<file path="src/rtl/lbist_pkg.sv">
// Shared types and defaults for the logic-BIST run controller.
package lbist_pkg;
  typedef enum logic [2:0] {
    S_IDLE, S_INIT, S_FILL, S_RUN, S_FLUSH, S_CMP, S_DONE
  } state_t;

  localparam int FILL_LAT_DEF = 2;
endpackage

</file>
<file path="src/rtl/lbist_pat_cnt.sv">
// Loadable down-counter with a zero flag; times both generator fill and the pattern run.
module lbist_pat_cnt #(
  parameter int CNT_W = 8
) (
  input  logic             clk,
  input  logic             rst,
  input  logic             load,
  input  logic [CNT_W-1:0] din,
  input  logic             dec,
  output logic             zero
);
  logic [CNT_W-1:0] cnt;

  always_ff @(posedge clk or negedge rst) begin
    if (!rst)      cnt <= '0;
    else if (load) cnt <= din;
    else if (dec)  cnt <= cnt - CNT_W'(1);
  end

  assign zero = (cnt == '0);
endmodule

</file>
<file path="src/rtl/lbist_ctrl.sv">
// Logic-BIST run sequencer: reset TPG/MISR, wait for fill, apply N patterns, compare signature.
// Optional abort input is built in when LBIST_ABORT_EN is defined.
module lbist_ctrl import lbist_pkg::*; #(
  parameter int OUT_BITS = 4,
  parameter int SIG_BITS = 4,
  parameter int CNT_W    = 8,
  parameter int FILL_LAT = FILL_LAT_DEF
) (
  input  logic                clk,
  input  logic                rst,
  input  logic                start,
  input  logic [CNT_W-1:0]    num_patterns,
  input  logic [SIG_BITS-1:0] golden_sig,
  input  logic [SIG_BITS-1:0] misr_sig,
`ifdef LBIST_ABORT_EN
  input  logic                abort,
`endif
  output logic                tpg_rst,
  output logic                misr_clr,
  output logic                misr_en,
  output logic                busy,
  output logic                done,
  output logic                pass,
  output logic                fail
);
  if (OUT_BITS < 1 || FILL_LAT < 1 || FILL_LAT >= (1 << CNT_W)) begin : g_bad_cfg
    $error("lbist_ctrl: unsupported OUT_BITS/FILL_LAT/CNT_W combination");
  end

  state_t              state, nxt;
  logic [CNT_W-1:0]    n_q;
  logic [SIG_BITS-1:0] gold_q;
  logic                abt, pat_load, pat_dec, pat_zero, fill_load, fill_dec, fill_zero;

`ifdef LBIST_ABORT_EN
  assign abt = abort;
`else
  assign abt = 1'b0;
`endif

  // Counters are preloaded with length-1 so that "zero" marks the last cycle.
  lbist_pat_cnt #(.CNT_W(CNT_W)) u_pat (
    .clk(clk), .rst(rst), .load(pat_load), .din(n_q - CNT_W'(1)),
    .dec(pat_dec), .zero(pat_zero)
  );

  lbist_pat_cnt #(.CNT_W(CNT_W)) u_fill (
    .clk(clk), .rst(rst), .load(fill_load), .din(CNT_W'(FILL_LAT - 1)),
    .dec(fill_dec), .zero(fill_zero)
  );

  always_ff @(posedge clk or negedge rst) begin
    if (!rst) state <= S_IDLE;
    else      state <= nxt;
  end

  always_comb begin
    nxt       = state;
    pat_load  = 1'b0;
    pat_dec   = 1'b0;
    fill_load = 1'b0;
    fill_dec  = 1'b0;
    tpg_rst   = 1'b0;
    misr_clr  = 1'b0;
    misr_en   = 1'b0;
    busy      = (state != S_IDLE);
    done      = 1'b0;
    case (state)
      S_IDLE:  if (start && !abt) nxt = S_INIT;
      S_INIT: begin
        tpg_rst   = 1'b1;
        misr_clr  = 1'b1;
        pat_load  = 1'b1;
        fill_load = 1'b1;
        nxt       = S_FILL;
      end
      S_FILL: begin
        if (fill_zero) nxt = (n_q == '0) ? S_FLUSH : S_RUN;
        else           fill_dec = 1'b1;
      end
      S_RUN: begin
        misr_en = 1'b1;
        if (pat_zero) nxt = S_FLUSH;
        else          pat_dec = 1'b1;
      end
      S_FLUSH: nxt = S_CMP;
      S_CMP:   nxt = S_DONE;
      S_DONE: begin
        done = 1'b1;
        nxt  = S_IDLE;
      end
      default: nxt = S_IDLE;
    endcase
    if (abt && state != S_IDLE) nxt = S_IDLE;
  end

  // start+abort together in IDLE is refused but still clears stale results.
  always_ff @(posedge clk or negedge rst) begin
    if (!rst) begin
      n_q    <= '0;
      gold_q <= '0;
      pass   <= 1'b0;
      fail   <= 1'b0;
    end else if (state == S_IDLE && start) begin
      pass <= 1'b0;
      fail <= 1'b0;
      if (!abt) begin
        n_q    <= num_patterns;
        gold_q <= golden_sig;
      end
    end else if (abt && state != S_IDLE) begin
      pass <= 1'b0;
      fail <= 1'b0;
    end else if (state == S_CMP) begin
      pass <= (misr_sig == gold_q);
      fail <= (misr_sig != gold_q);
    end
  end
endmodule

</file>
<file path="config.mk">
export PLATFORM = sky130hd
export DESIGN_NAME = lbist_ctrl
export DESIGN_NICKNAME = d
export VERILOG_FILES = /design/src/rtl/lbist_pkg.sv /design/src/rtl/lbist_pat_cnt.sv /design/src/rtl/lbist_ctrl.sv
export SDC_FILE = /design/constraint.sdc
export NUM_CORES = 1
export LEC_CHECK = 0
export BUFFER_PORTS_ARGS = -buffer_cell sky130_fd_sc_hd__buf_2
export CAP_MARGIN = 10
export CORE_ASPECT_RATIO = 1.1
export CORE_MARGIN = 10
export CORE_UTILIZATION = 50
export CTS_CLUSTER_DIAMETER = 150
export CTS_CLUSTER_SIZE = 40
export DETAILED_ROUTE_END_ITERATION = 12
export HOLD_SLACK_MARGIN = 0.05
export PLACE_DENSITY = 0.71
export REMOVE_ABC_BUFFERS = 1
export SETUP_SLACK_MARGIN = 0.4
export SLEW_MARGIN = 20
export SYNTH_ARGS = -nofsm -noshare
export SYNTH_HDL_FRONTEND = slang
export SYNTH_SLANG_ARGS = --single-unit
</file>
<file path="constraint.sdc">
create_clock -name clk -period 7.52 [get_ports clk]
set_clock_uncertainty 0.15 [all_clocks]
set_input_delay 2.256 -clock clk [delete_from_list [all_inputs] [get_ports clk]]
set_output_delay 2.256 -clock clk [all_outputs]
set_load 0.005 [all_outputs]
</file>
[Yosys cells after proc, flatten, opt, wreduce, memory -nomap -nowiden]
Index checks and enable logic that the tools add are counted.
Storage, ports and cells
  register bits after elaboration: 33
  bits of input ports: 19
Cells by class
  add/sub/neg operators: 3
  equality and inequality tests: 11
  multiplexer cells: 20
  reduce and logical (&&, ||, !) cells: 10
Operators by type and width (count)
  two-way mux 8 bit: 4
  zero test 8 bit: 3
  subtractor 8 x 1 -> 8 bit, second input constant: 3
  case mux 3 bit (6 select lines): 1
  two-way mux 3 bit: 4
  two-way mux 1 bit: 11
  equality test 3 bit, second input constant: 3
  equality test 3 x 2 -> 1 bit, second input constant: 2
  inequality test 2 bit, second input constant: 3
  nonzero test 2 bit: 3
  equality test 4 bit: 1
  inequality test 4 bit: 1
  equality test 3 x 1 -> 1 bit, second input constant: 1
  zero test 3 bit: 1
  AND reduction 3 bit: 1
  nonzero test 3 bit: 1
  logical AND 1 bit: 1

[Logic depth before layout (Yosys ltp)]
Gate-level depths: netlist (run 1).
  depth in word-level cells: 5
  gate-level depth with buffers: 13
  gate-level depth less buffers: 10

[Modules after synthesis]
Synthesis (run 1) repeated with hierarchy kept, for this count alone.
Second synthesis, totals
  cells, all modules: 188
  area, all modules: 1881.8 µm²
By module, submodules not included
  lbist_pat_cnt: instances 2, cells each 50, area an instance 474.2 µm²
  lbist_ctrl: instances 1, cells each 88, area an instance 933.4 µm²

[Worst setup path before layout (run 1)]
OpenSTA, ideal clock, no wires.
  path type: reg2out
  start: reg state[0]
  end: out tpg_rst
  arrival time: 1.276 ns
  data required time: 5.114 ns
  setup slack: 3.838 ns
  stages on the path, launching flop included: 8
  path buffers: 4
  cells stage by stage: dfrtp_1 > buf_6 > inv_4 > or3_4 > buf_6 > clkinv_2 > buf_4 > buf_4
On the way
  longest elaborated chain between the ends: 2
Ends and longest elaborated chain
  start, declared: line lbist_ctrl.sv:30  | state_t state, nxt;
  start signal, assigned: line lbist_ctrl.sv:54  | else state <= nxt;
  equality test 3 x 1 -> 1 bit
  two-way mux 1 bit
  end, declared: line lbist_ctrl.sv:18  | output logic tpg_rst,
Every way passes these cells.

[Worst setup path in the final report (run 1)]
  start: reg state[0]
  end: out misr_clr
On the way
  longest elaborated chain between the ends: 2
Ends and longest elaborated chain
  equality test 3 x 1 -> 1 bit: line lbist_ctrl.sv:68  | case (state)
  two-way mux 1 bit: line lbist_ctrl.sv:68
  end, declared: line lbist_ctrl.sv:19  | output logic misr_clr,
Every way passes these cells.

==> results of run 1 <==
cells by family after synthesis:
family / count (synthesis)
buf+inv: 20
simple gates: 60
mux: 21
flops: 33
fa+ha+maj: 3
xor+xnor: 13
compound gates: 29
per-stage QoR:
stage	std cells	cell area (sq um)	hold WS (ns)
2_1_floorplan	168	1800	0.310
3_3_place_gp	243	1990	0.340
3_5_place_dp	243	1990	0.341
4_1_cts	251	2090	0.349
5_1_grt	251	2090	0.381
6_report	251	2090	0.350
critical path, stage by stage, from the launching register on:
cell,delay [ns]
dfrtp_1,0.52
inv_4,0.06
or3_4,0.49
clkinv_2,0.19
buf_2,0.15
cell usage after synthesis (all sizes together), types with 3 or more instances:
cell type,instances,area (sq um)
a211oi,4,30.0
a21oi,6,30.0
buf,7,61.3
clkbuf,4,15.0
dfrtp,33,826
ha,3,37.5
inv,8,32.5
mux2,13,146
mux2i,8,80.1
nand2,10,37.5
nand3,4,20.0
nand3b,3,22.5
nor2,12,47.6
nor3,5,25.0
o21ai,5,25.0
or3,5,36.3
or4,4,30.0
xnor2,9,78.8
xor2,4,35.0
power groups by stage:
stage	Sequential [W]	Combinational [W]	Clock [W]
after floorplan	0.000334	0.000261	0
after global placement	0.000351	0.000325	0
after detailed placement	0.000360	0.000342	0
after CTS	0.000357	0.000345	0.000147
after global routing	0.000370	0.000386	0.000160
final	0.000357	0.000339	0.000145
final timing paths:
| kind | end | depth (start not counted) | slack [ns] | from |
|---|---|---|---|---|
| worst min register to register | u_fill.cnt[6]$_DFFE_PN0P_ | 1 | 0.35 | u_fill.cnt[6]$_DFFE_PN0P_ |
| worst max-delay path | misr_clr | 4 | 3.42 | state[0]$_DFFE_PN0P_ |
| max in group asynchronous | u_pat.cnt[6]$_DFFE_PN0P_ | 1 | 4.90 | rst |
| min in group asynchronous | u_fill.cnt[7]$_DFFE_PN0P_ | 1 | 1.86 | rst |
| worst min-delay path | u_fill.cnt[6]$_DFFE_PN0P_ | 1 | 0.35 | u_fill.cnt[6]$_DFFE_PN0P_ |
| worst max register to register | u_pat.cnt[4]$_DFFE_PN0P_ | 10 | 4.80 | state[0]$_DFFE_PN0P_ |
final cells by class:
class                      count  area (sq um)
clock buffer                   7          96.3
clock inverter                 1          5.00
fill                         337          1540
inverter                       9          37.5
multi-input combinational    126           936
sequential                    33           826
tap                           50          62.6
timing repair buffer          25           125
metal layers:
metal  global-route usage (%)  part of all wire (%)
met1                     12.9                    39
met2                     23.1                    55
met3                     3.94                   3.6
met4                     6.20                   2.2
met5                        0                     0
state kept, by name, summed over array words and instances (netlist names):
signal	count
u_pat.cnt	8
state	3
n_q	8
gold_q	4
fail	1
pass	1
u_fill.cnt	8
==> results.yml, run 1 <==
clock_network:
  tritoncts: "built"
  ctsLongestPathBuffers: 2
  clk_pin_slew_worst_paths_ns: 0.07
  cts.root.buffer_cell: "clkbuf_8"
  clock_latency_ns: 0.29
  numClockSinks: 33
  cts_resized: 0
  holdBufCountCts: 0
  total_cts_buffers: 5
  htree_levels: 2
  cts.repair_timing.setup_buffer_count: 0
power:
  swShare_pct: 39.3
  leakagePower_nw: 0.924
  p_sw_w: 0.000331
  worst_ir_drop_vdd_mv: 0.223
  share_comb_of_total_power_pct: 40.3
  p_int_w: 0.000510
  report.power.total_w: 0.000841
  areal_power_density_over_the_cells_mw_per_mm2: 403
  share_clk_of_total_power_pct: 17.2
  power.sequential.fraction_pct: 42.5
synth:
  post_synth.cell_area_avg_sq_um: 10.5
  synth_edf_count: 0
  synth-seq-area-share_pct: 44.0
  ys_seq_elements: 33
  ys_dominant_reg_cell: "dfrtp_1"
  synth-compound-area-share_pct: 10.8
  synthAdderAreaFrac_pct: 2.00
  combinational_family_with_the_most_area_after_synthesis: "simple AND/OR/NAND/NOR gates"
  post_synth_instance_area_sq_mm: 0.00188
  synth_simple_gate_area_share_pct: 18.9
  netlist_instances: 179
  ys_async_sr_fraction_pct: 100
  synth_xor_xnor_area_share_pct: 6.07
  synth-warning-count: 0
  synth_mux_area_share_pct: 12.1
  synth.lib_cells_used.distinct: 51
final_layout:
  final_util_pct: 57.6
  final_layout_size_suffix_gt1_share_pct: 27.4
  final_common_cell: "dfrtp_1"
  area_growth_pct: 11.3
  highest_count_cells_in_the_layout_ignoring_fill_and_taps: "dfrtp_1 (33), buf_2 (25), mux2_2 (13), nor2_1 (11), nand2_1 (10)"
  antennaDiodeCount: 0
  final_net_count: 222
global_routing:
  global_route_wire_length_before_repair_mm: 6.95
  grt_start_max_net_pins: 34
  vias_in_the_first_global_route: 1562
  grt_antenna_before_repair: 0
  gr-usage-all-layers_pct: 12.8
  globalRoute.totalOverflow: 0
die:
  core_region_area_sq_mm: 0.00363
  die_h_um: 84.2
  die_area_sq_mm: 0.00660
  start_util_pct: 51.7
  floorplan.rows: 23
  boundaryPins: 26
  die_w_um: 78.4
timing:
  max-slew-margin-rel_pct: 53.3
  final.min_clock_period_ns: 4.10
  final.period_utilization_pct: 54.5
  max_slew.worst_pin.slew_ns: 0.700
  setup_total_neg_slack_ns: 0
  finalHoldViolations: 0
  setup_violations: 0
  timing_max_transition_violations_final: 0
  final.setup.worst_slack_ns: 3.42
  max_clock_freq_mhz: 244
  rsz0062_at_grt: "no"
detailed_routing:
  antenna_violating_nets_post_route: 0
  vias: 1427
  route.final.wire_length_mm: 3.96
  routedWlPerCell_um: 15.8
  number_of_iterations_in_the_first_detailed_routing_pass: 4
  detail_route.iter0.violations: 51
  drc_errors: 0
  vias_per_cell: 5.69
job:
  cap_violations: 0
place:
  dpl_worst_slack_ns: 3.73
  detailedPlacementHpwl_mm: 3.03
  place.gp.congestion: 0.885
  placement.io_buffers: 25
setup_path:
  crit_type: "flip-flop to output port"
  setup.worst_path.start_class: "flip-flop"
  required_time_at_the_endpoint_of_the_critical_path_ns: 5.11
  maximum_fanout_encountered_on_the_critical_timing_path: 15
  worst_setup_path_end_kind: "output port"
  critical_path_arrival_ns: 1.69
run_status:
  run_status: "complete, no violations"
worst_hold_path:
  hold_class: "flip-flop to flip-flop"
(Power assumes the default switching activity.)
==> inputs of run 2 (changes only) <==
--- a/config.mk
+++ b/config.mk
@@ -5,6 +5,7 @@
 export SDC_FILE = /design/constraint.sdc
 export NUM_CORES = 1
 export LEC_CHECK = 0
+export ABC_AREA = 1
 export BUFFER_PORTS_ARGS = -buffer_cell sky130_fd_sc_hd__buf_2
 export CAP_MARGIN = 10
 export CORE_ASPECT_RATIO = 1.1
==> constraint.sdc (replaced) <==
create_clock -name clk -period 3.8 [get_ports clk]
set_clock_uncertainty 0.15 [all_clocks]
set_input_delay 1.14 -clock clk [delete_from_list [all_inputs] [get_ports clk]]
set_output_delay 1.14 -clock clk [all_outputs]
set_load 0.005 [all_outputs]
==> run 2 against run 1 <==
  * Via count grew 9.0%
  * Sequential power grew 71%
  * Worst hold slack lost 0.029 ns
==> results.yml, run 2 <==
final_layout:
  highest_count_cells_in_the_layout_ignoring_fill_and_taps: "nand2_1 (50), dfrtp_1 (33), nor2_1 (32), inv_1 (31), buf_2 (25)"
  largest_registers: "n_q x8, u_fill.cnt x8, u_pat.cnt x8"
  n_fill_cell: 359
  final_net_count: 289
  final_layout_size_suffix_gt1_share_pct: 20.9
  antennaDiodeCount: 0
  area_growth_pct: 12.5
  final_common_cell: "nand2_1"
worst_hold_path:
  hold_path.startpoint: "u_fill.cnt[2]$_DFFE_PN0P_"
  worst_hold_path_ep: "u_fill.cnt[2]$_DFFE_PN0P_"
  holdPathStages: 1
  hold_class: "flip-flop to flip-flop"
job:
  cap_violations: 0
place:
  placement.io_buffers: 25
  place.gp.congestion: 0.815
  detailedPlacementHpwl_mm: 2.76
  dpl_worst_slack_ns: 1.25
setup_path:
  worst_setup_path_end_kind: "output port"
  required_time_at_the_endpoint_of_the_critical_path_ns: 2.51
  worst-r2r-setup-slack_ns: 1.36
  crit_type: "flip-flop to output port"
  critical_path.reg2reg.endpoint: "u_pat.cnt[6]$_DFFE_PN0P_"
  critical_path.reg2reg.startpoint: "state[2]$_DFFE_PN0P_"
  critical_path_arrival_ns: 1.32
  setup.worst_path.start_class: "flip-flop"
  ff2ff_path_depth: 11
  maximum_fanout_encountered_on_the_critical_timing_path: 5
die:
  die_w_um: 78.3
  boundaryPins: 26
  core_region_area_sq_mm: 0.00363
  floorplan.rows: 23
  die_area_sq_mm: 0.00658
  start_util_pct: 51.5
  die_h_um: 84.1
detailed_routing:
  detail_route.iter0.violations: 47
  routedWlPerCell_um: 11.7
  vias: 1556
  vias_per_cell: 4.89
  drc_errors: 0
  route.final.wire_length_mm: 3.71
  number_of_iterations_in_the_first_detailed_routing_pass: 4
  antenna_violating_nets_post_route: 0
synth:
  synth_largest_area_cell: "dfrtp_1"
  synth_edf_count: 0
  synth.top_cells.by_count: "nand2_1 (50), dfrtp_1 (33), nor2_1 (32), inv_1 (31), nand3_1 (17)"
  synth-seq-area-share_pct: 44.2
  synth_top_area_share_pct: 44.2
  ys_async_sr_fraction_pct: 100
  synth-warning-count: 0
  ys_dominant_reg_cell: "dfrtp_1"
  post_synth.cell_area_avg_sq_um: 7.71
  synth.area.top_cells: "dfrtp_1 (44%), nand2_1 (10%), nor2_1 (6.4%), inv_1 (6.2%), nand3_1 (4.6%)"
  ys_seq_elements: 33
  cell_with_the_most_instances_after_synthesis: "nand2_1"
  netlist_instances: 242
  post_synth_instance_area_sq_mm: 0.00187
  synth.lib_cells_used.distinct: 28
timing:
  max_slew.worst_pin.slew_ns: 0.789
  max_clock_freq_mhz: 383
  max-slew-margin-rel_pct: 47.2
  final.setup.worst_slack_ns: 1.19
  setup_violations: 0
  setup_total_neg_slack_ns: 0
  timing_max_transition_violations_final: 0
  finalHoldViolations: 0
  rsz0062_at_grt: "no"
  final.min_clock_period_ns: 2.61
  final.period_utilization_pct: 68.8
global_routing:
  gr-usage-all-layers_pct: 12.0
  global_route_wire_length_before_repair_mm: 6.49
  globalRoute.totalOverflow: 0
  vias_in_the_first_global_route: 1495
  grt_start_max_net_pins: 34
  grt_antenna_before_repair: 0
clock_network:
  tritoncts: "built"
  clock_latency_ns: 0.28
  clk_pin_slew_worst_paths_ns: 0.07
  cts.repair_timing.setup_buffer_count: 0
  holdBufCountCts: 0
  htree_levels: 2
  total_cts_buffers: 5
  numClockSinks: 33
  cts_resized: 0
  cts.root.buffer_cell: "clkbuf_8"
  ctsLongestPathBuffers: 2
power:
  leakagePower_nw: 1.10
  worst_ir_drop_vdd_mv: 0.423
  areal_power_density_over_the_cells_mw_per_mm2: 847
run_status:
  run_status: "complete, no violations"
==> run 2: changes by cell type after synthesis, moves of 8 or more <==
cell / before / now
a21oi_1: 6 / 16
inv_1: 7 / 31
mux2_2: 13 / 4
mux2i_1: 8 / 0
nand2_1: 10 / 50
nand3_1: 4 / 17
nor2_1: 11 / 32
xnor2_1: 9 / 0
==> run 2: cell families (layout without fill, tap and decap cells) <==
logic type                 count (synthesis)  after routing  synth area share, %
buffers and inverters                     41             67                 9.79
AOI/OAI and AO/OA                         35             35                 9.72
and+or+nand+nor                          122            122                 30.0
adders and majority gates                  3              3                 2.01
xor gates and xnor gates                   4              4                 1.88
DFF                                       33             33                 44.2
muxes                                      4              4                 2.41
==> run 2: area by class of cell <==
class                           instances  area (sq um)  share of cell area, %
Clock buffer                            7          96.3                   4.59
Sequential cell                        33           826                   39.3
Inverter                               34           128                   6.08
Timing Repair Buffer                   25           125                   5.96
Tap cell                               50          62.6                   2.98
Clock inverter                          1          5.00                  0.238
Multi-Input combinational cell        168           858                   40.9
==> run 2: critical path, stage by stage (launching register included) <==
cell,delay (ns)
dfrtp_1,0.44
inv_2,0.12
nand2_1,0.07
nor2_1,0.23
buf_2,0.18
==> run 2: routing by layer <==
metal / share of wire, % / track usage [%] / wire length, um
met5: 0 / 0 / 0
met4: 1.7 / 5.06 / 63
met3: 4.1 / 4.31 / 152
met2: 48 / 19.0 / 1780
met1: 46 / 14.1 / 1710
==> run 2: worst max-delay path by stage <==
stage,endpoint,startpoint,cells after the start
floorplan,gold_q[0]$_DFFE_PN0P_,start,2
global placement,gold_q[0]$_DFFE_PN0P_,start,3
detailed placement,gold_q[1]$_DFFE_PN0P_,start,3
CTS,misr_clr,state[1]$_DFFE_PN0P_,4
global route,misr_clr,state[1]$_DFFE_PN0P_,4
finish,misr_clr,state[1]$_DFFE_PN0P_,4
==> run 2: power by group <==
group	switching, W	internal, W
sequential	0.0000916	0.000517
clock	0.000127	0.000164
combinational	0.000563	0.000315
==> run 2: through the flow <==
stage	std cells	hold slack [ns]	util (%)	instance area (sq um)	total power (W)
after global placement	310	0.304	55.1	2000	0.00147
final	318	0.321	57.9	2100	0.00178
after floorplan	235	0.287	-	1810	0.00129
after detailed placement	310	0.306	55.1	2000	0.00150
after CTS	318	0.316	57.9	2100	0.00180
after global routing	318	0.352	57.9	2100	0.00196
==> inputs of run 3 (changes only) <==
--- a/config.mk
+++ b/config.mk
@@ -15,7 +15,7 @@
 export CTS_CLUSTER_SIZE = 40
 export DETAILED_ROUTE_END_ITERATION = 12
 export HOLD_SLACK_MARGIN = 0.05
-export PLACE_DENSITY = 0.71
+export PLACE_DENSITY = 0.74
 export REMOVE_ABC_BUFFERS = 1
 export SETUP_SLACK_MARGIN = 0.4
 export SLEW_MARGIN = 20
==> constraint.sdc (replaced) <==
create_clock -name clk -period 2.4 [get_ports clk]
set_clock_uncertainty 0.15 [all_clocks]
set_input_delay 0.72 -clock clk [delete_from_list [all_inputs] [get_ports clk]]
set_output_delay 0.72 -clock clk [all_outputs]
set_load 0.005 [all_outputs]
==> run 3 against run 2 <==
  * Total power increased by 76%
  * Largest cell class unchanged
  * Via count increased by 4.2%
  * Critical endpoint is now tpg_rst
  * Setup slack got worse by 0.84 ns
==> results.yml, run 3 (synthesis gave the netlist of run 2 again) <==
timing:
  fin_worst_hold_slack_ns: 0.318
  rsz0062_at_grt: "yes"
  max-slew-margin-rel_pct: 51.4
  max_slew.worst_pin.slew_ns: 0.729
  final.period_utilization_pct: 85.4
  setup_total_neg_slack_ns: 0
  setup_violations: 0
  timing_max_transition_violations_final: 0
  final.min_clock_period_ns: 2.05
  finalHoldViolations: 0
  max_clock_freq_mhz: 488
worst_hold_path:
  hold_path.startpoint: "u_fill.cnt[2]$_DFFE_PN0P_"
  holdPathStages: 1
  hold_class: "flip-flop to flip-flop"
  worst_hold_path_ep: "u_fill.cnt[2]$_DFFE_PN0P_"
power:
  p_int_w: 0.00179
  leakagePower_nw: 1.17
  areal_power_density_over_the_cells_mw_per_mm2: 1400
  share_clk_of_total_power_pct: 17.5
  power.sequential.fraction_pct: 30.9
  worst_ir_drop_vdd_mv: 0.786
  p_sw_w: 0.00135
  swShare_pct: 43.0
  share_comb_of_total_power_pct: 51.6
detailed_routing:
  number_of_iterations_in_the_first_detailed_routing_pass: 4
  antenna_violating_nets_post_route: 0
  routedWlPerCell_um: 12.6
  vias_per_cell: 4.93
  vias: 1621
  route.final.wire_length_mm: 4.15
  detail_route.iter0.violations: 90
  drc_errors: 0
setup_path:
  critical_path_arrival_ns: 1.18
  critical_path.reg2reg.endpoint: "u_pat.cnt[6]$_DFFE_PN0P_"
  setup.worst_path.start_class: "flip-flop"
  ff2ff_path_depth: 12
  crit_type: "flip-flop to output port"
  maximum_fanout_encountered_on_the_critical_timing_path: 4
  critical_path.reg2reg.startpoint: "state[1]$_DFFE_PN0P_"
  worst_setup_path_end_kind: "output port"
  worst-r2r-setup-slack_ns: 0.50
  required_time_at_the_endpoint_of_the_critical_path_ns: 1.53
global_routing:
  grt_start_max_net_pins: 34
  vias_in_the_first_global_route: 1563
  global_route_wire_length_before_repair_mm: 6.96
  globalRoute.totalOverflow: 0
  grt_antenna_before_repair: 0
  gr-usage-all-layers_pct: 12.9
die:
  die_area_sq_mm: 0.00658
  core_region_area_sq_mm: 0.00363
  start_util_pct: 51.5
  boundaryPins: 26
  die_w_um: 78.3
  floorplan.rows: 23
  die_h_um: 84.1
final_layout:
  final_common_cell: "nand2_1"
  antennaDiodeCount: 0
  area_growth_pct: 20.2
  highest_count_cells_in_the_layout_ignoring_fill_and_taps: "nand2_1 (49), nor2_1 (31), dfrtp_1 (31), inv_1 (30), buf_2 (25)"
  multi_input_comb_area_sq_um: 897
  final_layout_size_suffix_gt1_share_pct: 25.8
  n_fill_cell: 308
  sequential_cell_area_sq_um: 828
  largest_registers: "n_q x8, u_fill.cnt x8, u_pat.cnt x8"
  final_net_count: 300
clock_network:
  clk_pin_slew_worst_paths_ns: 0.07
  clock_latency_ns: 0.29
  cts.root.buffer_cell: "clkbuf_8"
  numClockSinks: 33
  htree_levels: 2
  ctsLongestPathBuffers: 2
  total_cts_buffers: 5
  tritoncts: "built"
  holdBufCountCts: 0
job:
  cap_violations: 0
run_status:
  run_status: "complete, no violations"
place:
  detailedPlacementHpwl_mm: 2.92
  place.gp.congestion: 0.877
  placement.io_buffers: 25
## run 3: worst max-delay path: stages (launching register included)
cell	delay, ns
dfrtp_1	0.41
inv_2	0.14
nand2_4	0.08
nor2_4	0.14
buf_2	0.13
## run 3: final cells by class
cell class                 instances  area share [%]
clock buffer                       7            3.85
clock inverter                     1            1.34
multi-input combinational        168            40.0
sequential                        33            36.9
inverter                          34            5.69
timing repair buffer              36            9.43
tap                               50            2.79
## run 3: routing by layer
metal / GRT usage, % / up-vias / wire, um
met1: 14.7 / 733 / 1770
met3: 4.53 / 12 / 223
met2: 20.3 / 39 / 2030
li1: - / 837 / -
met5: 0 / - / 0
met4: 7.67 / 0 / 121
## run 3: how the worst max path moves through the flow
stage | to | from | slack, ns | cells past startpoint
finish | tpg_rst | state[1]$_DFFE_PN0P_ | 0.35 | 4
global placement | u_pat.cnt[6]$_DFFE_PN0P_ | state[2]$_DFFE_PN0P_ | 0.50 | 11
CTS | tpg_rst | state[1]$_DFFE_PN0P_ | 0.35 | 4
global route | busy | state[0]$_DFFE_PN0P_ | 0.31 | 3
detailed placement | u_pat.cnt[6]$_DFFE_PN0P_ | state[2]$_DFFE_PN0P_ | 0.45 | 11
floorplan | u_pat.cnt[6]$_DFFE_PN0P_ | state[2]$_DFFE_PN0P_ | 0.39 | 11
## run 3: power groups by stage
stage / registers [W] / clock network, W / logic [W]
2_1_floorplan: 0.000945 / 0 / 0.00110
3_3_place_gp: 0.000966 / 0 / 0.00142
3_5_place_dp: 0.000974 / 0 / 0.00144
4_1_cts: 0.000959 / 0.000561 / 0.00154
5_1_grt: 0.00100 / 0.000580 / 0.00183
6_report: 0.000969 / 0.000548 / 0.00162
## run 3: what timing repair did
item                                    in CTS  in global routing
endpoints found under the setup margin       5                  7
buffers inserted                             6                  2
pin swaps                                    1                  4
resized for setup                            6                  6
## run 3: through the flow
step                      setup WS, ns  instances  total power [W]  cell area, sq um  utilization, %
after floorplan                  0.389        235          0.00205              1810               -
after global placement           0.499        313          0.00239              2020            55.8
after detailed placement         0.447        313          0.00242              2020            55.8
after CTS                        0.355        327          0.00306              2200            60.7
after global routing             0.307        329          0.00341              2240            61.9
final                            0.351        329          0.00314              2240            61.9
